## config.mk

```make
export PLATFORM = sky130hd
export DESIGN_NAME = ysyx_22041461_ifu_flat
export DESIGN_NICKNAME = d
export VERILOG_FILES = /design/src/rtl/ysyx_22041461_ifu_if.sv /design/src/rtl/ysyx_22041461_ifu.sv /design/src/flat_wrapper.sv
export SDC_FILE = /design/constraint.sdc
export NUM_CORES = 1
export LEC_CHECK = 0
export CORE_UTILIZATION = 39
export DETAILED_ROUTE_END_ITERATION = 8
export PLACE_DENSITY = 0.86
export SYNTH_ARGS = -nofsm -noshare
export SYNTH_HDL_FRONTEND = slang
export SYNTH_SLANG_ARGS = --single-unit
```

## constraint.sdc

```tcl
create_clock -name clk -period 4.8 [get_ports clk]
set_input_delay 1.44 -clock clk [delete_from_list [all_inputs] [get_ports clk]]
set_output_delay 1.44 -clock clk [all_outputs]
set_load 0.01 [all_outputs]
```

## src/rtl/ysyx_22041461_ifu_if.sv

```systemverilog
// Bus bundle between the IFU, the PC stage, instruction memory and the IDU.
// The master modport is the IFU side; the slave modport is its environment.
interface ysyx_22041461_ifu_if;
  logic        pc_valid;
  logic [63:0] pc;
  logic        pc_ready;
  logic        mem_req_valid;
  logic [63:0] mem_req_addr;
  logic        mem_req_ready;
  logic        mem_resp_valid;
  logic [63:0] mem_resp_data;
  logic        mem_resp_err;
  logic        flush;
  logic        inst_valid;
  logic        inst_ready;
  logic [31:0] inst;
  logic [63:0] inst_pc;
  logic [1:0]  inst_fault;

  modport master (
    input  pc_valid, pc, mem_req_ready, mem_resp_valid, mem_resp_data,
           mem_resp_err, flush, inst_ready,
    output pc_ready, mem_req_valid, mem_req_addr, inst_valid, inst,
           inst_pc, inst_fault
  );

  modport slave (
    output pc_valid, pc, mem_req_ready, mem_resp_valid, mem_resp_data,
           mem_resp_err, flush, inst_ready,
    input  pc_ready, mem_req_valid, mem_req_addr, inst_valid, inst,
           inst_pc, inst_fault
  );
endinterface

```

## src/rtl/ysyx_22041461_ifu.sv

```systemverilog
// Instruction fetch unit: one outstanding doubleword read per fetched
// instruction, with misalignment, access-error and timeout reporting.
module ysyx_22041461_ifu #(
  parameter int unsigned TIMEOUT = 255
) (
  input  logic                       clk,
  input  logic                       rst,
  ysyx_22041461_ifu_if.master        bus
);
  typedef enum logic [2:0] {IDLE, REQ, WAIT, DRAIN, HOLD} state_t;

  localparam logic [7:0] LIMIT = 8'(TIMEOUT - 1);

  state_t      r_state;
  state_t      w_next;
  logic [7:0]  r_timer;
  logic [31:0] r_inst;
  logic [63:0] r_pc;
  logic [1:0]  r_fault;
  logic        w_expired;

  // Timer has been counting for TIMEOUT cycles once this edge is taken.
  assign w_expired = (r_timer >= LIMIT);

  always_ff @(posedge clk or posedge rst) begin
    if (rst) r_state <= IDLE;
    else     r_state <= w_next;
  end

  always_comb begin
    w_next = r_state;
    unique case (r_state)
      IDLE:    if (bus.pc_valid) w_next = (bus.pc[1:0] != 2'b00) ? HOLD : REQ;
      REQ: begin
        if (bus.flush)              w_next = bus.mem_req_ready ? DRAIN : IDLE;
        else if (bus.mem_req_ready) w_next = WAIT;
      end
      WAIT: begin
        if (bus.flush)                            w_next = bus.mem_resp_valid ? IDLE : DRAIN;
        else if (bus.mem_resp_valid || w_expired) w_next = HOLD;
      end
      DRAIN:   if (bus.mem_resp_valid || w_expired) w_next = IDLE;
      HOLD:    if (bus.flush || bus.inst_ready) w_next = IDLE;
      default: w_next = IDLE;
    endcase
  end

  // Every entry into WAIT or DRAIN restarts the window, so a stale response
  // after a redirect gets a full TIMEOUT period to be swallowed.
  always_ff @(posedge clk or posedge rst) begin
    if (rst) begin
      r_timer <= 8'd0;
    end else if (w_next != r_state) begin
      r_timer <= 8'd0;
    end else if ((r_state == WAIT || r_state == DRAIN) && r_timer != 8'hFF) begin
      r_timer <= r_timer + 8'd1;
    end
  end

  always_ff @(posedge clk or posedge rst) begin
    if (rst) begin
      r_pc    <= 64'd0;
      r_inst  <= 32'd0;
      r_fault <= 2'b00;
    end else if (r_state == IDLE && bus.pc_valid) begin
      r_pc    <= bus.pc;
      r_inst  <= 32'd0;
      r_fault <= (bus.pc[1:0] != 2'b00) ? 2'b01 : 2'b00;
    end else if (r_state == WAIT && w_next == HOLD) begin
      if (bus.mem_resp_valid) begin
        r_inst  <= r_pc[2] ? bus.mem_resp_data[63:32] : bus.mem_resp_data[31:0];
        r_fault <= bus.mem_resp_err ? 2'b10 : 2'b00;
      end else begin
        r_inst  <= 32'd0;
        r_fault <= 2'b11;
      end
    end
  end

  assign bus.pc_ready      = (r_state == IDLE);
  assign bus.mem_req_valid = (r_state == REQ);
  assign bus.mem_req_addr  = {r_pc[63:3], 3'b000};
  assign bus.inst_valid    = (r_state == HOLD);
  assign bus.inst          = r_inst;
  assign bus.inst_pc       = r_pc;
  assign bus.inst_fault    = r_fault;
endmodule

```

## src/flat_wrapper.sv

```systemverilog
// flat-port wrapper written by rule: the top's interface ports become plain ports
module ysyx_22041461_ifu_flat 
#(
  parameter int unsigned TIMEOUT = 255
)
  (clk, rst, bus_pc_valid, bus_pc, bus_mem_req_ready, bus_mem_resp_valid, bus_mem_resp_data, bus_mem_resp_err, bus_flush, bus_inst_ready, bus_pc_ready, bus_mem_req_valid, bus_mem_req_addr, bus_inst_valid, bus_inst, bus_inst_pc, bus_inst_fault);
  ysyx_22041461_ifu_if bus_i ();
  input  logic clk;
  input  logic rst;
  input wire logic [$bits(bus_i.pc_valid)-1:0] bus_pc_valid;
  input wire logic [$bits(bus_i.pc)-1:0] bus_pc;
  input wire logic [$bits(bus_i.mem_req_ready)-1:0] bus_mem_req_ready;
  input wire logic [$bits(bus_i.mem_resp_valid)-1:0] bus_mem_resp_valid;
  input wire logic [$bits(bus_i.mem_resp_data)-1:0] bus_mem_resp_data;
  input wire logic [$bits(bus_i.mem_resp_err)-1:0] bus_mem_resp_err;
  input wire logic [$bits(bus_i.flush)-1:0] bus_flush;
  input wire logic [$bits(bus_i.inst_ready)-1:0] bus_inst_ready;
  output wire logic [$bits(bus_i.pc_ready)-1:0] bus_pc_ready;
  output wire logic [$bits(bus_i.mem_req_valid)-1:0] bus_mem_req_valid;
  output wire logic [$bits(bus_i.mem_req_addr)-1:0] bus_mem_req_addr;
  output wire logic [$bits(bus_i.inst_valid)-1:0] bus_inst_valid;
  output wire logic [$bits(bus_i.inst)-1:0] bus_inst;
  output wire logic [$bits(bus_i.inst_pc)-1:0] bus_inst_pc;
  output wire logic [$bits(bus_i.inst_fault)-1:0] bus_inst_fault;
  assign bus_i.pc_valid = bus_pc_valid;
  assign bus_i.pc = bus_pc;
  assign bus_i.mem_req_ready = bus_mem_req_ready;
  assign bus_i.mem_resp_valid = bus_mem_resp_valid;
  assign bus_i.mem_resp_data = bus_mem_resp_data;
  assign bus_i.mem_resp_err = bus_mem_resp_err;
  assign bus_i.flush = bus_flush;
  assign bus_i.inst_ready = bus_inst_ready;
  assign bus_pc_ready = bus_i.pc_ready;
  assign bus_mem_req_valid = bus_i.mem_req_valid;
  assign bus_mem_req_addr = bus_i.mem_req_addr;
  assign bus_inst_valid = bus_i.inst_valid;
  assign bus_inst = bus_i.inst;
  assign bus_inst_pc = bus_i.inst_pc;
  assign bus_inst_fault = bus_i.inst_fault;
  ysyx_22041461_ifu #(.TIMEOUT(TIMEOUT)) u_core (.clk(clk), .rst(rst), .bus(bus_i));
endmodule
```

### Word-level counts from Yosys, hierarchy flattened

Cells that the tools add are included.

* register bits after elaboration: 109
* bits of input ports: 136
* output and inout port bits: 165
* word-level logic and storage cells: 46

* $add $sub $neg: 1
* $lt $le $gt $ge: 1
* equality and inequality tests: 7
* muxes and demuxes: 22
* reduce and logical (&&, ||, !) cells: 10

Operators with widths (number)
* $mux 32: 4
* $mux 3: 8
* $mux 8: 2
* $pmux 3 s5: 1
* $mux 2: 6
* $add 8x1->8 const B: 1
* $ge 8x8->1 const B: 1
* $ne 8x8->1 const B: 1
* $eq 3x2->1 const B: 2
* $eq 3x3->1 const B: 2
* $reduce_bool 2->1: 3
* $eq 3x1->1 const B: 1
* $logic_and 1x1->1: 3
* $logic_not 3->1: 1
* $logic_or 1x1->1: 3
* $ne 3x3->1: 1
* $mux 1: 1

### Logic depth before layout (Yosys ltp)

* depth after elaboration: 9
* gate-level depth with buffers: 8
* mapped depth without buffers: 7

### Least setup slack after synthesis

Ideal clock, no wire load.

* path kind: input port to flip-flop
* start: in bus_pc_valid
* end: reg u_core.r_pc[56] (netlist: u_core.bus.inst_pc[56])
* setup time: 0.125 ns
* data arrival time: 2.470 ns
* required time: 4.675 ns
* path slack: 2.205 ns
* stages on the path: 4
* path buffers: 2
* path through: nor4b_2 -> buf_2 -> buf_2 -> mux2_2

* cells in the longest elaborated chain, start to end: 1

Ends and longest elaborated chain
* from (decl): RTL line flat_wrapper.sv:10 `input wire logic [$bits(bus_i.pc_valid)-1:0] bus_pc_valid;`
* $logic_and 1x1->1: RTL line ysyx_22041461_ifu.sv:65 `end else if (r_state == IDLE && bus.pc_valid) begin`
* to (signal assigned): RTL line ysyx_22041461_ifu.sv:66 `r_pc <= bus.pc;`
* to (decl): RTL line ysyx_22041461_ifu.sv:18 `logic [63:0] r_pc;`

Every way passes these cells.
A chain may end at the register's enable or synchronous reset.

### Worst setup path in the final report

* start: in bus_flush
* end: reg u_core.r_timer[4]

* cells in the longest elaborated chain, start to end: 5
* elaborated cells on any way between the ends: 8
* classes of those cells: eq/ne (1); mux (5); reduce/logical (2)

Ends and longest elaborated chain
* from (decl): RTL line flat_wrapper.sv:16 `input wire logic [$bits(bus_i.flush)-1:0] bus_flush;`
* $logic_or 1x1->1: RTL line ysyx_22041461_ifu.sv:43 `HOLD: if (bus.flush || bus.inst_ready) w_next = IDLE;`
* $mux 3: RTL line ysyx_22041461_ifu.sv:43
* $pmux 3 s5 (*): RTL line ysyx_22041461_ifu.sv:32 `unique case (r_state)`
* $ne 3x3->1 (*): RTL line ysyx_22041461_ifu.sv:53 `end else if (w_next != r_state) begin`
* $mux 8 / $reduce_bool 2->1 (equally long branches)
* to (signal assigned): RTL line ysyx_22041461_ifu.sv:56 `r_timer <= r_timer + 8'd1;`
* to (decl): RTL line ysyx_22041461_ifu.sv:16 `logic [7:0] r_timer;`

Mark *: on every way between the ends. The rest lies on a longest branch, timed or not.

==> metrics.txt <==
placed cells=835; Antenna Cells=0; PnR worst setup slack=1.271 ns; HP Class=reg2reg; Max Cap Viol=0; DRT iter0 DRCs=204; Leakage Power=3.347 nW; CTS tree=done; largest net degree at the start of global routing=71; worst setup path end=u_core.r_timer[4]; worst vdd ir=0.0002354 V; CP cell instances=clkdlybuf4s50_1 > nor3_2 > nand2_1 > nand3_1 > nor3_1; Final GP Congestion=0.8077; wire length per cell=17.46 um; RSZ-0062 raised after global routing=false; DR vias=4,230; R2R Setup Slk=2.17 ns; std cell rows=42; FF-to-FF path depth=5; Final nets=808; unique cell type count in the Yosys netlist=39; IO Port Bufs=297; Layout area overhead=56.13%; Die W=118.6 um; Final Setup Violations=0; number of synthesized register bits=109; syn avg cell area=12.08 um2; crit end category=register; Synth area leaders=dfrtp_1 51%, mux2_2 17%, buf_4 9.9%; Storage cell area=2728 um2; Root Buffer=clkbuf_16; CTS clk-pin slew, worst paths=0.07 ns; Tot GR Track Use=0.2134; post-synthesis sequential area ratio=0.5144; Critical Path RT=5.01 ns; Post-Syn Area=5303 um2; share of cells above drive strength 1=0.1659; cts hold-fix bufs=0; area of the multi-input gates=1953 um2; Fin. Hold Viols=0; initial antenna violation count=0; CTS Buf Count=9; WS Path Type=in2reg; CTS Buffer Depth=2; Layout Skew=0.008721 ns; count of pins over their slew limit=0; H-tree levels=3; Core Footprint=13,240 um2; Max Clk Rate=283.4 MHz; CP max-delay cell=nor3_2; vias in the first global route=4,427; dpl hpwl=11,620 um; synth warn=0; DRC=0; worst-path maximum fanout=18; R2R Path Start=u_core.r_state[2]; starting density of the core=0.4004; clk_lat worst skew=0.34 ns; post-route clock period utilization=0.7351; worst slack, placed=0.9862 ns; Worst-Margin Slew=1.101 ns; overflow left after global routing=0; CTS resizes=0; Avg Vias per Cell=4.971; total routed wirelength=14,860 um; Critical Path AT=3.74 ns; I/O pin count=301; CTS Sinks=109; die area=14,070 um2; Layout fillers=1,034; slew margin rel.=0.2636; crit start category=primary input; Worst R2R End=u_core.r_timer[4]; Die Ht=118.6 um; Detail Route Antenna Nets=0; final worst path period need=3.529 ns; crit-path max cell delay=0.64 ns; setup bufs post-CTS=0; Min Hold Slack=0.4914 ns; leading area contributor after synthesis=dfrtp_1; Synth Instances=439; status=complete, no violations; setup_tns=0 ns; final instance count without filler cells=851; Critical path origin=bus_flush; DR pass1 iterations=4; pwr/cell area=585.6 nW/um2; first-pass GRT wire length=23,120 um; area share of the largest cell type after synthesis=0.5144
-- registers in the layout (all words and copies together) (netlist names) --
name                   flops
u_core.bus.inst           32
u_core.bus.inst_fault      2
u_core.bus.inst_pc        64
u_core.r_state             3
u_core.r_timer             8
-- cell usage in the layout (no fill, tap or decap), types with 8 or more instances in the layout --
cell type / netlist / final
nor3_1: 10 / 10
mux2i_1: 16 / 16
mux2_2: 80 / 80
nand3_1: 21 / 21
o2bb2ai_1: 16 / 16
dfrtp_1: 109 / 109
clkbuf_16: 0 / 9
nand2_1: 23 / 23
buf_4: 70 / 8
clkdlybuf4s50_1: 0 / 297
a21oi_1: 18 / 18
o21ai_0: 8 / 8
nor2_1: 10 / 10
-- where the power goes --
group	switching, mW	internal, mW
logic	0.977	1.55
registers	0.293	1.25
clock network	0.334	0.450
total	1.60	3.24
-- per-stage QoR --
step	power (mW)	cell area [um2]	utilization
5_1_grt	5.086	8279	0.6252
4_1_cts	4.889	8279	0.6252
6_report	4.848	8279	0.6252
2_1_floorplan	2.965	5310	-
3_3_place_gp	4.023	7959	0.6010
3_5_place_dp	4.097	7959	0.6010
-- Yosys cell counts (all sizes together) --
| library cell | instances |
|---|---|
| a2111oi | 1 |
| a21oi | 18 |
| a2bb2oi | 1 |
| and2 | 1 |
| and3 | 1 |
| and3b | 1 |
| and4 | 1 |
| buf | 82 |
| clkbuf | 5 |
| conb | 1 |
| dfrtp | 109 |
| ha | 2 |
| inv | 6 |
| mux2 | 80 |
| mux2i | 16 |
| nand2 | 23 |
| nand2b | 1 |
| nand3 | 22 |
| nand3b | 1 |
| nand4 | 1 |
| nor2 | 10 |
| nor2b | 2 |
| nor3 | 11 |
| nor3b | 2 |
| nor4b | 1 |
| nor4bb | 1 |
| o2111ai | 1 |
| o211ai | 2 |
| o21ai | 8 |
| o21bai | 3 |
| o2bb2ai | 16 |
| or3 | 1 |
| or3b | 1 |
| xnor2 | 7 |
-- worst min path at each step --
stage	end	slack, ns	depth (start not counted)	from
6_report	u_core.bus.inst[18]	0.49	1	u_core.bus.inst[18]
5_1_grt	u_core.bus.inst[18]	0.51	1	u_core.bus.inst[18]
4_1_cts	u_core.bus.inst[18]	0.49	1	u_core.bus.inst[18]
3_5_place_dp	u_core.bus.inst[18]	0.47	1	u_core.bus.inst[18]
3_3_place_gp	u_core.bus.inst[20]	0.47	1	u_core.bus.inst[20]
2_1_floorplan	u_core.bus.inst[16]	0.52	1	u_core.bus.inst[16]
-- per-layer routing --
| metal | up-vias | GRT usage | part of all wire |
|---|---|---|---|
| met4 | 0 | 0.06013 | 0.013 |
| met5 | - | 0 | 0 |
| li1 | 1928 | - | - |
| met2 | 229 | 0.3999 | 0.55 |
| met1 | 2054 | 0.2323 | 0.36 |
| met3 | 19 | 0.05985 | 0.077 |
-- area by class of cell --
class | count | area share
flip-flops and latches | 109 | 0.3295
inverters | 6 | 0.003023
multi-input cells | 239 | 0.2359
clock buffers | 12 | 0.03219
repair buffers | 305 | 0.3663
well taps | 176 | 0.02660
clock inverters | 4 | 0.006498
-- cell families after synthesis --
family,after synthesis,share of synthesized area
XOR/XNOR,7,0.01156
buffers and inverters,93,0.1203
other,1,0.0007072
multiplexers,96,0.2001
adder cells (fa/ha/maj),2,0.004718
AND/OR/NAND/NOR,81,0.07952
AO/OA/AOI/OAI,50,0.06866
flip-flops,109,0.5144
-- worst max-delay path, delay by kind of cell --
family | cells | cell delay (ns)
buffers and inverters | 1 | 0.50
AND/OR/NAND/NOR | 4 | 1.79
No activity file was read; power rests on OpenSTA's default activity.
